==> src/rtl/e203_exu_brchslv_flush.sv <==
// rtl/e203_exu_brchslv_flush.sv - branch-resolve commit check and registered IFU flush request
// Optional flush-event counter: E203_BRCHSLV_PERF_CNT_EN

`ifndef E203_PC_SIZE
`define E203_PC_SIZE 32
`endif
`ifndef E203_XLEN
`define E203_XLEN 32
`endif

module e203_exu_brchslv_flush (
  input  logic                     clk,
  input  logic                     rst_n,
  input  logic                     cmt_i_valid,
  output logic                     cmt_i_ready,
  input  logic                     cmt_i_bjp,
  input  logic                     cmt_i_mret,
  input  logic                     cmt_i_dret,
  input  logic                     cmt_i_fencei,
  input  logic                     cmt_i_prdt,
  input  logic                     cmt_i_rslv,
  input  logic                     cmt_i_rv32,
  input  logic [`E203_PC_SIZE-1:0] cmt_i_pc,
  input  logic [`E203_XLEN-1:0]    cmt_i_imm,
  input  logic [`E203_PC_SIZE-1:0] csr_epc_r,
  input  logic [`E203_PC_SIZE-1:0] csr_dpc_r,
  output logic                     brchmis_flush_req,
  input  logic                     brchmis_flush_ack,
  output logic [`E203_PC_SIZE-1:0] brchmis_flush_pc,
  output logic [31:0]              brchmis_cnt
);

  localparam int PC_SIZE = `E203_PC_SIZE;

  typedef enum logic {IDLE = 1'b0, PEND = 1'b1} state_t;

  state_t               state_q, state_d;
  logic                 cmt_ena;
  logic                 need_flush;
  logic                 mis_nt;
  logic                 mis_t;
  logic                 load;
  logic [PC_SIZE-1:0]   seq_pc;
  logic [PC_SIZE-1:0]   tgt_pc;
  logic [PC_SIZE-1:0]   flush_pc_d;
  logic [PC_SIZE-1:0]   flush_pc_q;

  assign cmt_i_ready = (state_q == IDLE);
  assign cmt_ena     = cmt_i_valid & cmt_i_ready;

  assign mis_nt     = cmt_i_bjp & cmt_i_prdt & ~cmt_i_rslv;
  assign mis_t      = cmt_i_bjp & ~cmt_i_prdt & cmt_i_rslv;
  assign need_flush = mis_nt | mis_t | cmt_i_mret | cmt_i_dret | cmt_i_fencei;

  assign seq_pc = cmt_i_pc + {{(PC_SIZE-3){1'b0}}, cmt_i_rv32, ~cmt_i_rv32, 1'b0};
  assign tgt_pc = cmt_i_pc + cmt_i_imm[PC_SIZE-1:0];

  // Only a resolved-taken mispredict can reach the final branch of the chain.
  always_comb begin
    flush_pc_d = tgt_pc;
    if (cmt_i_mret)
      flush_pc_d = csr_epc_r;
    else if (cmt_i_dret)
      flush_pc_d = csr_dpc_r;
    else if (cmt_i_fencei | mis_nt)
      flush_pc_d = seq_pc;
  end

  always_comb begin
    state_d = state_q;
    load    = 1'b0;
    case (state_q)
      IDLE: begin
        if (cmt_ena & need_flush) begin
          load    = 1'b1;
          state_d = PEND;
        end
      end
      PEND: begin
        if (brchmis_flush_ack)
          state_d = IDLE;
      end
      default: state_d = IDLE;
    endcase
  end

  always_ff @(posedge clk or negedge rst_n) begin
    if (!rst_n) begin
      state_q    <= IDLE;
      flush_pc_q <= '0;
    end else begin
      state_q <= state_d;
      if (load)
        flush_pc_q <= flush_pc_d;
    end
  end

  assign brchmis_flush_req = (state_q == PEND);
  assign brchmis_flush_pc  = flush_pc_q;

`ifdef E203_BRCHSLV_PERF_CNT_EN
  logic [31:0] cnt_q;

  always_ff @(posedge clk or negedge rst_n) begin
    if (!rst_n)
      cnt_q <= '0;
    else if (load)
      cnt_q <= cnt_q + 32'd1;
  end

  assign brchmis_cnt = cnt_q;
`else
  assign brchmis_cnt = 32'd0;
`endif

endmodule

==> config.mk <==
export PLATFORM = sky130hd
export DESIGN_NAME = e203_exu_brchslv_flush
export DESIGN_NICKNAME = d
export VERILOG_FILES = /design/src/rtl/e203_exu_brchslv_flush.sv
export SDC_FILE = /design/constraint.sdc
export NUM_CORES = 1
export LEC_CHECK = 0
export BUFFER_PORTS_ARGS = -buffer_cell sky130_fd_sc_hd__buf_2
export CAP_MARGIN = 10
export CORE_ASPECT_RATIO = 1.25
export CORE_MARGIN = 10
export CORE_UTILIZATION = 45
export CTS_BUF_LIST = sky130_fd_sc_hd__clkbuf_8
export CTS_CLUSTER_SIZE = 25
export DETAILED_ROUTE_END_ITERATION = 16
export HOLD_SLACK_MARGIN = 0.06
export PLACE_DENSITY = 0.9
export SKIP_LAST_GASP = 1
export SLEW_MARGIN = 10
export SYNTH_ARGS = -nofsm -noshare
export SYNTH_HDL_FRONTEND = slang
export SYNTH_SLANG_ARGS = --single-unit
export TNS_END_PERCENT = 20
==> constraint.sdc <==
create_clock -name clk -period 1.6 [get_ports clk]
set_input_delay 0.32 -clock clk [delete_from_list [all_inputs] [get_ports clk]]
set_output_delay 0.32 -clock clk [all_outputs]
set_load 0.005 [all_outputs]
==> run summary <==
Status = finished, violations left
Failing checks = negative setup slack
Critical path type = in -> reg
Unrepaired setup endpoints after global routing = true
Yosys top cell area share = 0.186
Largest stage delay on the critical path = 0.36 ns
GPL Wtd Cong = 0.981
Crit path DAT = 2.67 ns
Num ports = 205
GRT Total Usage = 0.254
GR Util met3 = 0.0549
Worst path cell trace = buf_2 -> buf_4 -> ha_1 -> a21o_1 -> nor4b_4 -> and4_2 -> nand3_1 -> xnor2_1 -> nand2_1 -> a211oi_1 -> a21oi_1 -> o41ai_2
Core Util, Final = 0.706
Post-DRT Antenna Nets = 0
DIE WIDTH = 109 um
Total grt overflow = 0
Net Sw Power = 1.77 mW
Vias per Instance = 6.05
Hold_ws = 0.0412 ns
Num CTS Buffers = 5
Largest net degree at the start of global routing = 34
Gate power share = 0.584
Synthesized area per cell = 7.53 um^2
Ys flop type = dfrtp_1
DIE AREA = 14200 um^2
Met2 Use GR = 0.419
Ys async rst share = 1.00
H-tree levels = 2
First-pass GRT wire length = 29400 um
PortBufs = 172
Area contributors post-synth = dfrtp_1 (19%), ha_1 (9.3%), a21oi_1 (7.1%)
CTS tree = yes
Non-filler cells, final = 1035
Flop and latch count out of synthesis = 33
DRC = 0
Clk pwr share = 0.145
Endpoints failing setup = 33
Initial core utilization = 0.461
CTS Sinks = 33
CP Launch Type = primary input
Initial antenna violation count = 6
Slew at the pin closest to its max-slew limit = 0.495 ns
CP required = 1.80 ns
Family with the most delay on the worst path = simple AND/OR/NAND/NOR gates
Pwr per Cell Area = 637 nW/um^2
Worst slew margin = 0.662
Detailed-route via count = 6262
Worst R2R Setup Slack = -0.09 ns
Pint = 2.55 mW
Core ar. = 9610 um^2
P&R area growth vs syn = 53.0%
Vias in the first global route = 6067
Final worst setup slack = -0.875 ns
Root buffer cell = clkbuf_8
Post-Place Worst Slack = -1.16 ns
Flop pwr share = 0.270
Register area share after synthesis = 0.186
Dpl hpwl = 16000 um
Buf/Inv on CP = 2
Ys Warns = 0
Hold Path Class = in -> async
DRT iter0 DRCs = 811
Nets = 1077
Max VDD drop = 327 uV
Final hold violations = 0
DIE HEIGHT = 131 um
Fmax = 404 MHz
Mapped Cells = 589
Fin Clk Skew = 0.00413 ns
Synth area leader = dfrtp_1
CP Capture Type = flip-flop
GR peak layer = met2
Site Rows = 40
Final period util = 1.55
CP max FO = 3
Crit-path slowest cell = nor4b_4
Drt pass-1 iters = 9
Clk buf depth = 2
Avg WL per Cell = 20.3 um
Inst Count DP = 1016
Yosys cell types = 63
Worst skew pair latency = 0.30 ns
Layout cells sized above 1 = 0.421
Mapped cell area = 4430 um^2
Max-Cap Viols = 0
Leak = 3.36 nW
Switch share = 0.410
Min cycle time layout = 2.47 ns
Reg clk slew, reported paths = 0.07 ns
Met1 Use GR = 0.279
Final wirelength = 21000 um
Fin. max-slew vios = 0
Number of synthesized flops with an enable pin = 0
==> cells in the final DEF, fill, tap and decap left out, drive strengths merged, types with 5 or more instances in the layout <==
cell type	instances
buf	330
a21oi	66
nand2	61
o21ai	43
nor2	41
xnor2	35
dfrtp	33
ha	33
conb	32
nand3	27
xor2	21
a21o	18
and3	14
o21bai	10
inv	9
o22ai	9
nand4	9
a31oi	9
nor3	9
a211oi	8
o211ai	6
diode	5
and2	5
o221ai	5
or3	5
clkbuf	5
o31ai	5
o21a	5
and4	5
==> cells in the mapped netlist (5+ instances only) <==
master / n
a21oi_1: 63
nand2_1: 61
nor2_1: 41
o21ai_0: 38
xnor2_1: 35
dfrtp_1: 33
ha_1: 33
buf_4: 32
nand3_1: 27
xor2_1: 21
clkbuf_1: 20
a21o_1: 18
and3_1: 14
a31oi_1: 9
nand4_1: 9
o21bai_1: 9
o22ai_1: 9
a211oi_1: 8
inv_1: 8
nor3_1: 8
o211ai_1: 6
and2_1: 5
and4_1: 5
o21ai_1: 5
o221ai_1: 5
or3_1: 5
==> power by group through the flow <==
stage	logic [mW]	registers [mW]	clock network, mW
3_3_place_gp	2.22	1.16	0
6_report	2.53	1.17	0.629
4_1_cts	2.35	1.17	0.615
5_1_grt	2.70	1.20	0.657
2_1_floorplan	1.12	1.20	0
3_5_place_dp	2.29	1.18	0
==> flip-flops by register name, indices dropped and copies added, names as in the netlist <==
signal and count:
brchmis_flush_req 1, brchmis_flush_pc 32
==> layer usage <==
layer  vias up  part of all wire
li1       2753                 -
met1      2800              0.34
met4         0             0.080
met3       164              0.12
met5         -                 0
met2       545              0.46
==> per-stage QoR <==
step / instance area, um^2 / total power, mW / TNS, ns
global route: 6780 / 4.56 / -23.49
CTS: 6640 / 4.13 / -18.20
detailed placement: 6470 / 3.48 / -28.65
global placement: 6470 / 3.38 / -25.69
floorplan: 4620 / 2.32 / -15.60
finish: 6780 / 4.32 / -19.71
==> kinds of logic (layout without fill, tap and decap cells) <==
family | Yosys count | count (layout) | share of synthesized area
buf+inv | 64 | 348 | 0.0819
simple gates | 190 | 190 | 0.213
mux | 1 | 1 | 0.00226
compound gates | 209 | 209 | 0.303
fa+ha+maj | 35 | 35 | 0.102
flops | 33 | 33 | 0.186
xor+xnor | 56 | 56 | 0.111
other cells | 1 | 37 | 0.000846
==> cell type report <==
class | count | area (um^2)
timing repair buffer | 330 | 2090
multi-input combinational | 523 | 3580
fill | 667 | 2830
inverter | 10 | 37.5
clock inverter | 3 | 13.8
tap | 126 | 158
sequential | 33 | 826
clock buffer | 5 | 68.8
antenna | 5 | 12.5
==> worst paths after layout <==
kind	startpoint	endpoint	depth (start not counted)
worst max-delay path	cmt_i_rv32	brchmis_flush_pc[26]$_DFFE_PN0P_	12
worst min-delay path	rst_n	brchmis_flush_pc[1]$_DFFE_PN0P_	2
worst max register to register	brchmis_flush_req$_DFF_PN0_	brchmis_flush_pc[31]$_DFFE_PN0P_	6
worst min register to register	brchmis_flush_pc[4]$_DFFE_PN0P_	brchmis_flush_pc[4]$_DFFE_PN0P_	2
max in group asynchronous	rst_n	brchmis_flush_pc[27]$_DFFE_PN0P_	2
min in group clk	brchmis_flush_ack	brchmis_flush_req$_DFF_PN0_	2
==> what timing repair did <==
action	CTS	global route
pin swaps	17	14
endpoints found under the setup margin	33	33
hold buffers	0	0
buffers inserted	4	2
gates resized for setup	10	31
endpoints found under the hold margin	0	0
Note: power is estimated with default switching activity, not from simulation.
